File: src/rtl/lfsr_rx_descrambler_if.sv
// Bus bundle for lfsr_rx_descrambler.
// Carries the register access port (write/read/addr/lfsrdin/rdata) and the
// scrambled-in / descrambled-out beat stream with lock status.
//   master : drives register strobes and scrambled beats, observes results
//   slave  : the descrambler itself
interface lfsr_rx_descrambler_if;
  logic        write;
  logic        read;
  logic [11:0] addr;
  logic [31:0] lfsrdin;
  logic [31:0] rdata;
  logic        din_valid;
  logic        din_sof;
  logic [13:0] din;
  logic        dout_valid;
  logic        dout_sof;
  logic [13:0] dout;
  logic        locked;
  logic        sync_err;

  modport master (
    output write, read, addr, lfsrdin, din_valid, din_sof, din,
    input  rdata, dout_valid, dout_sof, dout, locked, sync_err
  );

  modport slave (
    input  write, read, addr, lfsrdin, din_valid, din_sof, din,
    output rdata, dout_valid, dout_sof, dout, locked, sync_err
  );
endinterface

File: src/rtl/lfsr_rx_descrambler.sv
// lfsr_rx_descrambler
// Receive-side descrambler for the 86-bit primary scrambler LFSR. A local LFSR
// is seeded over the register bus, advanced 14 steps per consumed beat, and its
// keystream is XORed onto the incoming word. A frame-sync FSM compares the
// descrambled SOF beat of each frame against SYNC_WORD and reports lock.
// Ports:
//   clk  - clock
//   rst  - synchronous active-high reset
//   bus  - lfsr_rx_descrambler_if.slave: register port (write, read, addr,
//          lfsrdin, rdata) and beat stream (din_valid, din_sof, din ->
//          dout_valid, dout_sof, dout, locked, sync_err)
// Registers:
//   0x0e4 seed[31:0], 0x0e5 seed[63:32], 0x0e6 seed[85:64] (write loads LFSR,
//   enters HUNT), 0x0e7 status {28'b0, wr_drop, state[1:0], locked},
//   0x0e8 sync error counter (only with RX_ERR_CNT_EN defined, else reads 0).
// Build option: define RX_ERR_CNT_EN to include the 16-bit saturating
// sync_err counter.
//
// FSM states
//   state  | meaning
//   IDLE   | no seed loaded, beats dropped, LFSR held
//   HUNT   | descrambling, counting consecutive good SOF beats
//   LOCKED | frame sync acquired, counting consecutive bad SOF beats
module lfsr_rx_descrambler #(
  parameter int                        POLY_WIDTH   = 86,
  parameter int                        NUM_OF_STEPS = 14,
  parameter logic [NUM_OF_STEPS-1:0]   SYNC_WORD    = 14'h2A5C,
  parameter int                        LOCK_CNT     = 3,
  parameter int                        UNLOCK_CNT   = 4
) (
  input  logic                 clk,
  input  logic                 rst,
  lfsr_rx_descrambler_if.slave bus
);

  localparam logic [11:0] ADDR_SEED0  = 12'h0e4;
  localparam logic [11:0] ADDR_SEED1  = 12'h0e5;
  localparam logic [11:0] ADDR_SEED2  = 12'h0e6;
  localparam logic [11:0] ADDR_STATUS = 12'h0e7;
  localparam logic [11:0] ADDR_ERRCNT = 12'h0e8;

  localparam logic [2:0] LOCK_TC   = 3'(LOCK_CNT);
  localparam logic [2:0] UNLOCK_TC = 3'(UNLOCK_CNT);

  typedef enum logic [1:0] {
    IDLE   = 2'd0,
    HUNT   = 2'd1,
    LOCKED = 2'd2
  } state_t;

  state_t state, state_nxt;
  logic [2:0] good_cnt, good_cnt_nxt;
  logic [2:0] bad_cnt, bad_cnt_nxt;

  logic [POLY_WIDTH-1:0]   lfsr;
  logic [POLY_WIDTH-1:0]   ks_s;
  logic [POLY_WIDTH-1:0]   lfsr_next_beat;
  logic [NUM_OF_STEPS-1:0] ks;
  logic [NUM_OF_STEPS-1:0] descr;

  logic [31:0] seed_lo;
  logic [31:0] seed_mid;
  logic [21:0] seed_hi;
  logic        wr_drop;
  logic        locked;
  logic [31:0] rd_mux;

  logic consume, seed_hit, wr_blocked, load;
  logic sof_good, sof_bad;

  // One LFSR step: rotate left, feedback bit also XORed into the tap positions.
  function automatic logic [POLY_WIDTH-1:0] lfsr_step(input logic [POLY_WIDTH-1:0] s);
    logic [POLY_WIDTH-1:0] n;
    n     = {s[POLY_WIDTH-2:0], s[POLY_WIDTH-1]};
    n[32] = n[32] ^ s[POLY_WIDTH-1];
    n[47] = n[47] ^ s[POLY_WIDTH-1];
    n[56] = n[56] ^ s[POLY_WIDTH-1];
    n[65] = n[65] ^ s[POLY_WIDTH-1];
    n[78] = n[78] ^ s[POLY_WIDTH-1];
    return n;
  endfunction

  // Keystream bit j is the MSB before the j-th step of this beat.
  always_comb begin
    ks   = '0;
    ks_s = lfsr;
    for (int j = 0; j < NUM_OF_STEPS; j++) begin
      ks[j] = ks_s[POLY_WIDTH-1];
      ks_s  = lfsr_step(ks_s);
    end
    lfsr_next_beat = ks_s;
  end

  assign descr = bus.din ^ ks;

  assign consume    = bus.din_valid && (state != IDLE);
  assign seed_hit   = bus.write && (bus.addr inside {ADDR_SEED0, ADDR_SEED1, ADDR_SEED2});
  // A seed write colliding with a consumed beat would corrupt the running
  // keystream mid-frame, so the beat wins and the write is dropped.
  assign wr_blocked = seed_hit && consume;
  assign load       = bus.write && (bus.addr == ADDR_SEED2) && !consume;
  assign sof_good   = consume && bus.din_sof && (descr == SYNC_WORD);
  assign sof_bad    = consume && bus.din_sof && (descr != SYNC_WORD);

  always_ff @(posedge clk) begin
    if (rst) begin
      state    <= IDLE;
      good_cnt <= '0;
      bad_cnt  <= '0;
    end else begin
      state    <= state_nxt;
      good_cnt <= good_cnt_nxt;
      bad_cnt  <= bad_cnt_nxt;
    end
  end

  always_comb begin
    state_nxt    = state;
    good_cnt_nxt = good_cnt;
    bad_cnt_nxt  = bad_cnt;
    if (load) begin
      state_nxt    = HUNT;
      good_cnt_nxt = '0;
      bad_cnt_nxt  = '0;
    end else begin
      case (state)
        IDLE: ;
        HUNT: begin
          if (sof_good) begin
            if (good_cnt + 3'd1 == LOCK_TC) begin
              state_nxt    = LOCKED;
              good_cnt_nxt = '0;
            end else begin
              good_cnt_nxt = good_cnt + 3'd1;
            end
          end else if (sof_bad) begin
            good_cnt_nxt = '0;
          end
        end
        LOCKED: begin
          if (sof_bad) begin
            if (bad_cnt + 3'd1 == UNLOCK_TC) begin
              state_nxt   = HUNT;
              bad_cnt_nxt = '0;
            end else begin
              bad_cnt_nxt = bad_cnt + 3'd1;
            end
          end else if (sof_good) begin
            bad_cnt_nxt = '0;
          end
        end
        default: state_nxt = IDLE;
      endcase
    end
  end

  // locked follows the registered state so it lines up with dout_valid of
  // the SOF beat that caused the transition.
  assign locked = (state == LOCKED);

  always_ff @(posedge clk) begin
    if (rst) begin
      lfsr           <= '0;
      seed_lo        <= '0;
      seed_mid       <= '0;
      seed_hi        <= '0;
      wr_drop        <= 1'b0;
      bus.dout_valid <= 1'b0;
      bus.dout_sof   <= 1'b0;
      bus.dout       <= '0;
      bus.sync_err   <= 1'b0;
      bus.rdata      <= '0;
    end else begin
      if (consume) begin
        lfsr <= lfsr_next_beat;
      end else if (load) begin
        lfsr <= {bus.lfsrdin[21:0], seed_mid, seed_lo};
      end

      if (bus.write && !consume) begin
        case (bus.addr)
          ADDR_SEED0: seed_lo  <= bus.lfsrdin;
          ADDR_SEED1: seed_mid <= bus.lfsrdin;
          ADDR_SEED2: seed_hi  <= bus.lfsrdin[21:0];
          default: ;
        endcase
      end

      if (load) begin
        wr_drop <= 1'b0;
      end else if (wr_blocked) begin
        wr_drop <= 1'b1;
      end

      bus.dout_valid <= consume;
      bus.dout_sof   <= consume && bus.din_sof;
      bus.sync_err   <= sof_bad;
      if (consume) begin
        bus.dout <= descr;
      end

      if (bus.read) begin
        bus.rdata <= rd_mux;
      end
    end
  end

  assign bus.locked = locked;

`ifdef RX_ERR_CNT_EN
  logic [15:0] err_cnt;

  always_ff @(posedge clk) begin
    if (rst) begin
      err_cnt <= '0;
    end else if (bus.write && (bus.addr == ADDR_ERRCNT)) begin
      err_cnt <= '0;
    end else if (sof_bad && (err_cnt != 16'hFFFF)) begin
      err_cnt <= err_cnt + 16'd1;
    end
  end

  always_comb begin
    rd_mux = '0;
    case (bus.addr)
      ADDR_SEED0:  rd_mux = seed_lo;
      ADDR_SEED1:  rd_mux = seed_mid;
      ADDR_SEED2:  rd_mux = {10'b0, seed_hi};
      ADDR_STATUS: rd_mux = {28'b0, wr_drop, state, locked};
      ADDR_ERRCNT: rd_mux = {16'b0, err_cnt};
      default:     rd_mux = '0;
    endcase
  end
`else
  always_comb begin
    rd_mux = '0;
    case (bus.addr)
      ADDR_SEED0:  rd_mux = seed_lo;
      ADDR_SEED1:  rd_mux = seed_mid;
      ADDR_SEED2:  rd_mux = {10'b0, seed_hi};
      ADDR_STATUS: rd_mux = {28'b0, wr_drop, state, locked};
      ADDR_ERRCNT: rd_mux = '0;
      default:     rd_mux = '0;
    endcase
  end
`endif

endmodule

File: src/flat_wrapper.sv
// flat-port wrapper written by rule: the top's interface ports become plain ports
module lfsr_rx_descrambler_flat 
#(
  parameter int                        POLY_WIDTH   = 86,
  parameter int                        NUM_OF_STEPS = 14,
  parameter logic [NUM_OF_STEPS-1:0]   SYNC_WORD    = 14'h2A5C,
  parameter int                        LOCK_CNT     = 3,
  parameter int                        UNLOCK_CNT   = 4
)
  (clk, rst, bus_write, bus_read, bus_addr, bus_lfsrdin, bus_din_valid, bus_din_sof, bus_din, bus_rdata, bus_dout_valid, bus_dout_sof, bus_dout, bus_locked, bus_sync_err);
  lfsr_rx_descrambler_if bus_i ();
  input  logic clk;
  input  logic rst;
  input wire logic [$bits(bus_i.write)-1:0] bus_write;
  input wire logic [$bits(bus_i.read)-1:0] bus_read;
  input wire logic [$bits(bus_i.addr)-1:0] bus_addr;
  input wire logic [$bits(bus_i.lfsrdin)-1:0] bus_lfsrdin;
  input wire logic [$bits(bus_i.din_valid)-1:0] bus_din_valid;
  input wire logic [$bits(bus_i.din_sof)-1:0] bus_din_sof;
  input wire logic [$bits(bus_i.din)-1:0] bus_din;
  output wire logic [$bits(bus_i.rdata)-1:0] bus_rdata;
  output wire logic [$bits(bus_i.dout_valid)-1:0] bus_dout_valid;
  output wire logic [$bits(bus_i.dout_sof)-1:0] bus_dout_sof;
  output wire logic [$bits(bus_i.dout)-1:0] bus_dout;
  output wire logic [$bits(bus_i.locked)-1:0] bus_locked;
  output wire logic [$bits(bus_i.sync_err)-1:0] bus_sync_err;
  assign bus_i.write = bus_write;
  assign bus_i.read = bus_read;
  assign bus_i.addr = bus_addr;
  assign bus_i.lfsrdin = bus_lfsrdin;
  assign bus_i.din_valid = bus_din_valid;
  assign bus_i.din_sof = bus_din_sof;
  assign bus_i.din = bus_din;
  assign bus_rdata = bus_i.rdata;
  assign bus_dout_valid = bus_i.dout_valid;
  assign bus_dout_sof = bus_i.dout_sof;
  assign bus_dout = bus_i.dout;
  assign bus_locked = bus_i.locked;
  assign bus_sync_err = bus_i.sync_err;
  lfsr_rx_descrambler #(.POLY_WIDTH(POLY_WIDTH), .NUM_OF_STEPS(NUM_OF_STEPS), .SYNC_WORD(SYNC_WORD), .LOCK_CNT(LOCK_CNT), .UNLOCK_CNT(UNLOCK_CNT)) u_core (.clk(clk), .rst(rst), .bus(bus_i));
endmodule
File: config.mk
export PLATFORM = sky130hd
export DESIGN_NAME = lfsr_rx_descrambler_flat
export DESIGN_NICKNAME = d
export VERILOG_FILES = /design/src/rtl/lfsr_rx_descrambler_if.sv /design/src/rtl/lfsr_rx_descrambler.sv /design/src/flat_wrapper.sv
export SDC_FILE = /design/constraint.sdc
export NUM_CORES = 1
export LEC_CHECK = 0
export CAP_MARGIN = 20
export CORE_ASPECT_RATIO = 0.6
export CORE_MARGIN = 2
export CORE_UTILIZATION = 55
export CTS_BUF_LIST = sky130_fd_sc_hd__clkbuf_16
export CTS_CLUSTER_DIAMETER = 50
export CTS_CLUSTER_SIZE = 20
export DETAILED_ROUTE_END_ITERATION = 6
export PLACE_DENSITY = 0.78
export SETUP_SLACK_MARGIN = 0.2
export SLEW_MARGIN = 20
export SYNTH_ARGS = -nofsm -noshare
export SYNTH_HDL_FRONTEND = slang
export SYNTH_SLANG_ARGS = --single-unit
export TNS_END_PERCENT = 20
File: constraint.sdc
create_clock -name clk -period 2.5 [get_ports clk]
set_clock_uncertainty 0.2 [all_clocks]
set_input_delay 0.5 -clock clk [delete_from_list [all_inputs] [get_ports clk]]
set_output_delay 0.5 -clock clk [all_outputs]
set_load 0.01 [all_outputs]
== After elaboration in Yosys (flattened, before gate mapping) ==
Cells that the tools add are included.
Word-level totals
  register bits: 230
  input bits: 64
  output and inout port bits: 50
Operators by class
  add/subtract/negate cells: 2
  eq/ne operators: 19
  mux-type cells: 15
  bitwise logic cells: 72
  reduce and logical (&&, ||, !) cells: 23
Operators with widths (number)
  two-way mux 86 bit: 2
  case mux 32 bit (4 select lines): 1
  XOR 1 bit: 70
  equality test 12 x 8 -> 1 bit, second input constant: 4
  two-way mux 3 bit: 6
  equality test 14 bit, second input constant: 1
  != test 14 bit, second input constant: 1
  XOR 14 bit: 1
  != test 3 x 1 -> 1 bit, second input constant: 4
  != test 2 x 1 -> 1 bit, second input constant: 5
  AND reduction 2 bit: 5
  AND reduction 5 bit: 2
  logical AND 1 bit: 9
  two-way mux 2 bit: 4
  adder 3 x 1 -> 3 bit, second input constant: 2
  case mux 2 bit (3 select lines): 1
  nonzero test 2 bit: 3
  equality test 3 x 2 -> 1 bit, second input constant: 1
  equality test 3 bit, second input constant: 1
  nonzero test 3 bit: 1
  equality test 2 x 1 -> 1 bit, second input constant: 1
  equality test 2 bit, second input constant: 1
  zero test 2 bit: 1
  OR reduction 2 bit: 1
  3 further kinds: 3

== Longest topological paths before layout ==
Gate-level depths: netlist (run 1).
  depth in word-level cells: 7
  depth in mapped cells: 8
  mapped depth without buffers: 6

== Worst setup path before layout (run 1) ==
No wires, ideal clock.
  path kind: input-to-reg
  start: input bus_addr[9]
  end: register u_core.seed_lo[10]
  library setup time: 0.132 ns
  data arrival time: 1.981 ns
  path slack: 0.186 ns
  stages: 7
  buffers on the path: 2
  path through: nor4_1 nand4_1 or4_1 clkbuf_1 buf_2 nand2_1 a21oi_1
Between the ends
  word-level cells in the longest chain between the ends: 2
Ends and longest elaborated chain
  start: declaration: RTL line flat_wrapper.sv:16  | input wire logic [$bits(bus_i.addr)-1:0] bus_addr;
  equality test 12 x 8 -> 1 bit: RTL line lfsr_rx_descrambler.sv:181  | case (bus.addr)
  AND reduction 2 bit (no line)
  end signal: assignment: RTL line lfsr_rx_descrambler.sv:182  | ADDR_SEED0: seed_lo <= bus.lfsrdin;
  end: declaration: RTL line lfsr_rx_descrambler.sv:61  | logic [31:0] seed_lo;
Every way passes these cells.
A chain may end at the register's enable or synchronous reset.

== Final worst setup path (run 1) ==
  start: input bus_addr[9]
  end: register u_core.lfsr[59]
Between the ends
  word-level cells in the longest chain between the ends: 4
Ends and longest elaborated chain
  equality test 12 x 8 -> 1 bit: RTL line lfsr_rx_descrambler.sv:101  | assign load = bus.write && (bus.addr == ADDR_SEED2) && !consume;
  logical AND 1 bit (2 in series): RTL line lfsr_rx_descrambler.sv:101
  nonzero test 2 bit (no line)
  end signal: assignment: RTL line lfsr_rx_descrambler.sv:175  | lfsr <= lfsr_next_beat;
  end signal: assignment: RTL line lfsr_rx_descrambler.sv:177  | lfsr <= {bus.lfsrdin[21:0], seed_mid, seed_lo};
  end: declaration: RTL line lfsr_rx_descrambler.sv:55  | logic [POLY_WIDTH-1:0] lfsr;
Every way passes these cells.

==> results of run 1 <==
layout by cell type (no fill, tap or decap), types with 3 or more instances in the layout:
| cell type | instances |
|---|---|
| nand2_2 | 6 |
| dlymetal6s2s_1 | 7 |
| xor2_1 | 23 |
| nor4_4 | 3 |
| inv_1 | 4 |
| a22oi_2 | 3 |
| buf_6 | 9 |
| nand2_1 | 287 |
| xnor2_1 | 51 |
| a31oi_2 | 3 |
| nor2b_1 | 13 |
| o21ai_0 | 20 |
| buf_4 | 70 |
| clkbuf_16 | 24 |
| mux2_2 | 10 |
| dfxtp_2 | 5 |
| or3_1 | 3 |
| nand2b_1 | 25 |
| mux4_2 | 4 |
| a21oi_2 | 3 |
| a211oi_1 | 8 |
| buf_12 | 15 |
| a22oi_1 | 35 |
| nor2_1 | 73 |
| a31oi_1 | 20 |
| mux2i_1 | 18 |
| clkdlybuf4s50_1 | 103 |
| a221oi_1 | 26 |
| a21oi_1 | 167 |
| dfxtp_1 | 225 |
| nand3_1 | 27 |
| ha_1 | 4 |
| xor3_1 | 6 |
repair_timing:
action                                  CTS  global route
gates resized for setup                   2            44
setup buffers                             0             3
gates cloned                              0             9
endpoints found under the setup margin    2           168
pin swaps                                 0            20
power groups by stage:
stage	clock network (uW)	logic [uW]	registers, uW
global placement	0	311	3750
finish	2570	326	3660
floorplan	0	122	3750
detailed placement	0	312	3750
global route	2700	339	3660
CTS	2560	313	3660
layout make-up:
cell class                      instances  area [um^2]  share of cell area
Multi-Input combinational cell        866         5080               0.400
Sequential cell                       230         4610               0.363
Timing Repair Buffer                  213         2230               0.176
Clock buffer                           17          425              0.0335
Tap cell                              240          300              0.0236
Clock inverter                          5         41.3             0.00325
Inverter                                3         11.3            0.000887
Antenna cell                            1         2.50            0.000197
cells by family (layout without fill, tap and decap cells):
logic type,after synthesis,in the layout,synth area share
AND/OR/NAND/NOR,459,459,0.199
other,0,1,0
XOR/XNOR,80,80,0.0795
adder cells (fa/ha/maj),4,4,0.00503
AO/OA/AOI/OAI,291,291,0.172
multiplexers,32,32,0.0385
buffers and inverters,102,238,0.0433
flip-flops,230,230,0.463
worst reg2reg max path, stage by stage (launching register included):
cell and delay (ns):
dfxtp_1 0.43, xor3_1 0.48, and4bb_1 0.24, and4_1 0.23, or3_1 0.36, a31oi_1 0.16
path summary, 6_finish.rpt:
path	start	to
setup / recovery	bus_addr[9]	u_core.lfsr[59]
hold / removal	rst	u_core.bus.dout_sof
setup reg to reg	u_core.lfsr[76]	u_core.state[0]
hold reg to reg	u_core.seed_hi[6]	u_core.seed_hi[6]
metrics by stage:
step / TNS, ns / worst slack, ns / cell area [um^2] / utilization
4_1_cts: 0 / 0.189 / 12300 / 0.689
3_5_place_dp: -40.61 / -0.284 / 11800 / 0.663
3_3_place_gp: -24.34 / -0.195 / 11800 / 0.663
5_1_grt: 0 / 0.210 / 12700 / 0.710
6_report: 0 / 0.306 / 12700 / 0.711
2_1_floorplan: 0 / 0.203 / 9960 / -
flip-flops by register name, indices dropped and copies added, names as in the netlist, 2 cells and up:
register          count
u_core.seed_lo       32
u_core.state          2
u_core.seed_mid      32
u_core.good_cnt       3
u_core.bus.rdata     32
u_core.seed_hi       22
u_core.bad_cnt        3
u_core.bus.dout      14
u_core.lfsr          86
metal layers:
layer | global-route usage | part of all wire | up-vias | routed length (um)
met2 | 0.478 | 0.41 | 646 | 13900
met1 | 0.478 | 0.41 | 4502 | 13700
met3 | 0.0812 | 0.15 | 89 | 5090
li1 | - | - | 4338 | -
met5 | 0 | 0 | - | 0
met4 | 0.0644 | 0.024 | 0 | 805
==> metrics.yaml, run 1 <==
run_status:
  status: "finished clean"
cts:
  htree_levels: 1
  cts_root_buf: "clkbuf_16"
  insertion_delay_ns: 0.50
  cts_made_buffers: 16
  clk_path_buf_depth: 3
  cts_hold_buf: 0
  cts_tree: "yes"
  clock-sinks: 230
  path_clk_slew_ns: 0.09
detailed_routing:
  drc: 0
  finalWirelength_um: 33400
  firstDrtPassIters: 6
  wl_per_cell_um: 21.2
  vias_per_cell: 6.08
  num_vias: 9575
  drtIter0Drc: 1501
  ant_nets: 0
floorplanning:
  initial_core_util: 0.556
  chipHeight_um: 108
  die_x_um: 178
  core-area_mm2: 0.0179
  fp.dieArea_mm2: 0.0192
  row_count: 38
  io_pins: 114
placed_design:
  hpwl_um: 22200
  placedCellCount: 1540
  place_congestion: 0.919
  io_buffer_count: 113
power_and_ir_drop:
  leakage_uw: 0.00440
  pwr-share-comb: 0.050
  switching_share: 0.229
  ir_drop_mv: 0.443
  p_per_area_mw_per_mm2: 516
  power.share.clock: 0.392
  switchingPower_uw: 1500
  p_int_uw: 5060
  total_power_uw: 6560
  power_frac_seq: 0.558
synthesis:
  async_reset_ff_frac: 0
  yosysTopAreaCell: "dfxtp_1"
  synth.avg_cell_area_um2: 8.30
  syn_area_mm2: 0.00994
  synth_seq_cells: 230
  ys_seq_area_frac: 0.463
  yosys_warnings: 0
  synth_fp_nets: 1266
  netlist_top_cells_count: "nand2_1, dfxtp_1, a21oi_1, nor2_1, clkbuf_1"
  synth-edff-count: 0
  yosysUniqueCellTypes: 45
  synthMostInstantiatedCell: "nand2_1"
  netlist.area_leader.share: 0.463
  ys_top_cells_by_area: "dfxtp_1, nand2_1, a21oi_1"
  ys.flop_type: "dfxtp_1"
  syn_inst: 1198
critical_path:
  path_common_cell: "buf_12"
  reg2reg_slack_ns: 0.32
  cp_max_fo: 6
  startpoint_type: "primary input"
  reg2regPathDepth: 5
  crit_type: "in2reg"
  worst_path_max_delay_cell: "clkdlybuf4s50_1"
  crit_arrival_ns: 2.41
  path_depth: 9
  cp_data_required_time_ns: 2.72
  path_delay_family: "buffers and inverters"
  endpoint_kind: "flip-flop"
  max_stage_delay_ns: 0.44
  path_buf_inv: 4
  cp_cell_sequence: "clkdlybuf4s50_1, nor4_4, nand4_1, buf_6, nor2_4, buf_12, buf_12, a22oi_1, a21oi_1"
final_layout:
  area_delta_synth_final_pct: 27.7
  fillerInstances: 1361
  drive_above_1_share: 0.131
  final_cells: 1575
  nNetsFinal: 1398
flow_run:
  maxCapViolCount: 0
hold_path:
  hold_class: "in2reg"
  holdPathStages: 2
global_route:
  overflow: 0
  grt_pass1_wl_um: 47700
  grt_max_degree: 66
  track_usage: 0.323
  grt_antenna_before_repair: 0
  grt_pass1_vias: 8643
timing:
  relSlewSlack: 0.660
  finalCritPeriodShare: 0.878
  slew_violations: 0
  rsz0062_at_grt: "no"
  fmax_mhz: 456
  finalSetupViolations: 0
  hold_viol_final: 0
  fin_hold_ws_ns: 0.146
  min_period_ns: 2.19
  worstMarginPinSlew_ns: 0.508
(Power assumes the default switching activity.)
==> run 2, diff against run 1 <==
--- a/config.mk
+++ b/config.mk
@@ -9,11 +9,10 @@
 export CORE_ASPECT_RATIO = 0.6
 export CORE_MARGIN = 2
 export CORE_UTILIZATION = 55
-export CTS_BUF_LIST = sky130_fd_sc_hd__clkbuf_16
 export CTS_CLUSTER_DIAMETER = 50
 export CTS_CLUSTER_SIZE = 20
 export DETAILED_ROUTE_END_ITERATION = 6
-export PLACE_DENSITY = 0.78
+export PLACE_DENSITY = 0.79
 export SETUP_SLACK_MARGIN = 0.2
 export SLEW_MARGIN = 20
 export SYNTH_ARGS = -nofsm -noshare
==> metrics.yaml, run 2 (synthesis results as in run 1) <==
run_status:
  status: "finished clean"
critical_path:
  endpoint_kind: "flip-flop"
  crit_path_end: "u_core.seed_lo[4]"
  path_common_cell: "buf_4"
  reg2reg_slack_ns: 0.21
  critPathLaunch: "bus_addr[3]"
  startpoint_type: "primary input"
  crit_type: "in2reg"
  cp_max_fo: 5
  worstReg2RegEnd: "u_core.state[0]"
  r2r_start: "u_core.lfsr[76]"
  crit_arrival_ns: 2.52
  cp_data_required_time_ns: 2.72
  cp_cell_sequence: "clkdlybuf4s50_1, nor4bb_4, nand4_1, buf_4, nor4_4, buf_4, buf_2, nand2_1, a21oi_1"
  reg2regPathDepth: 5
  max_stage_delay_ns: 0.45
  worst_path_max_delay_cell: "clkdlybuf4s50_1"
timing:
  rsz0062_at_grt: "yes"
  finalCritPeriodShare: 0.918
  relSlewSlack: 0.679
  min_period_ns: 2.29
  slew_violations: 0
  finalSetupViolations: 0
  fmax_mhz: 436
  hold_viol_final: 0
  worstMarginPinSlew_ns: 0.481
power_and_ir_drop:
  p_int_uw: 5360
  switchingPower_uw: 1470
  total_power_uw: 6830
  pwr-share-comb: 0.046
  switching_share: 0.215
  leakage_uw: 0.00423
  ir_drop_mv: 0.432
  p_per_area_mw_per_mm2: 551
  power.share.clock: 0.418
  power_frac_seq: 0.536
global_route:
  grt_max_degree: 70
  grt_antenna_before_repair: 0
  grt_pass1_wl_um: 49300
  grt_pass1_vias: 8850
  track_usage: 0.334
  overflow: 0
final_layout:
  fillerInstances: 1394
  fin_area_mm2: 0.0124
  insertedDiodeCount: 0
  final_cells: 1555
  drive_above_1_share: 0.110
  layout_commonest_cell: "nand2_1"
  regMostFlops: "u_core.lfsr"
  area_delta_synth_final_pct: 24.6
  largest_reg_flops: 86
  fin_util: 0.693
  nNetsFinal: 1378
  final_cell_mix: "nand2_1, dfxtp_1, a21oi_1"
cts:
  cts_root_buf: "clkbuf_16"
  clk_path_buf_depth: 3
  htree_levels: 1
  path_clk_slew_ns: 0.08
  cts_tree: "yes"
  cts_made_buffers: 16
  insertion_delay_ns: 0.49
  cts_hold_buf: 0
  clock-sinks: 230
floorplanning:
  io_pins: 114
  chipHeight_um: 108
  die_x_um: 178
  core-area_mm2: 0.0179
  initial_core_util: 0.556
  fp.dieArea_mm2: 0.0192
  row_count: 38
flow_run:
  maxCapViolCount: 0
placed_design:
  placedCellCount: 1526
  placed_cell_area_mm2: 0.0117
  hpwl_um: 22500
  io_buffer_count: 113
  place_congestion: 0.945
hold_path:
  hold_class: "in2reg"
  holdPathStages: 2
detailed_routing:
  firstDrtPassIters: 6
  drtIter0Drc: 1414
  ant_nets: 0
  num_vias: 9405
  wl_per_cell_um: 20.9
  drc: 0
  finalWirelength_um: 32500
  vias_per_cell: 6.05
==> run 2: cell types whose count changed in the layout (fill, tap and decap cells not counted), moves of 4 or more <==
cell             delta
a31oi_1             +4
nand2_1             +7
clkbuf_16           -6
nand2_2             -6
buf_6               -7
dlymetal6s2s_1      -5
buf_4               -7
clkdlybuf4s50_1     +5
==> run 2: routing by layer <==
layer | part of all wire | up-vias | track usage | wire length [um]
met4 | 0.027 | 0 | 0.0855 | 888
met5 | 0 | - | 0 | 0
met2 | 0.41 | 575 | 0.477 | 13300
met1 | 0.42 | 4463 | 0.481 | 13600
met3 | 0.15 | 82 | 0.111 | 4740
li1 | - | 4285 | - | -
==> run 2: what timing repair did <==
item	in CTS	in global routing
endpoints found under the setup margin	3	75
setup buffers	1	3
endpoints found under the hold margin	0	0
cloned	0	2
resized for setup	7	12
pin swaps	4	5
==> run 2: area by class of cell <==
type | instances | area (um^2) | share of cell area
Multi-Input combinational cell | 866 | 5000 | 0.404
Sequential cell | 230 | 4610 | 0.372
Timing Repair Buffer | 193 | 1930 | 0.155
Clock buffer | 17 | 425 | 0.0343
Tap cell | 240 | 300 | 0.0242
Clock inverter | 6 | 113 | 0.00909
Inverter | 3 | 11.3 | 0.000909
==> run 2: worst max-delay path, delay by kind of cell <==
family / cells / cell delay (ns)
buffers and inverters: 4 / 1.10
AO/OA/AOI/OAI: 1 / 0.14
AND/OR/NAND/NOR: 4 / 0.77
==> run 2: metrics by stage <==
step,TNS [ns],hold WS [ns],setup WS [ns]
3_3_place_gp,-22.31,0.238,-0.193
6_report,0,0.184,0.205
2_1_floorplan,0,0.229,0.203
4_1_cts,0,0.163,0.148
3_5_place_dp,-24.60,0.247,-0.210
5_1_grt,0,0.186,0.148
==> run 2: power by group through the flow <==
stage | clock network [uW] | logic, uW | registers [uW]
3_5_place_dp | 0 | 306 | 3750
2_1_floorplan | 0 | 122 | 3750
3_3_place_gp | 0 | 304 | 3750
6_report | 2850 | 317 | 3660
4_1_cts | 2870 | 308 | 3660
5_1_grt | 3030 | 330 | 3660
==> run 2: worst min-delay path by stage <==
stage | start | endpoint | slack [ns]
after detailed placement | u_core.seed_hi[0] | u_core.seed_hi[0] | 0.25
after global routing | rst | u_core.seed_hi[8] | 0.19
after global placement | u_core.seed_hi[0] | u_core.seed_hi[0] | 0.24
final | rst | u_core.lfsr[6] | 0.18
after floorplan | u_core.seed_hi[0] | u_core.seed_hi[0] | 0.23
after CTS | rst | u_core.bus.dout_sof | 0.16
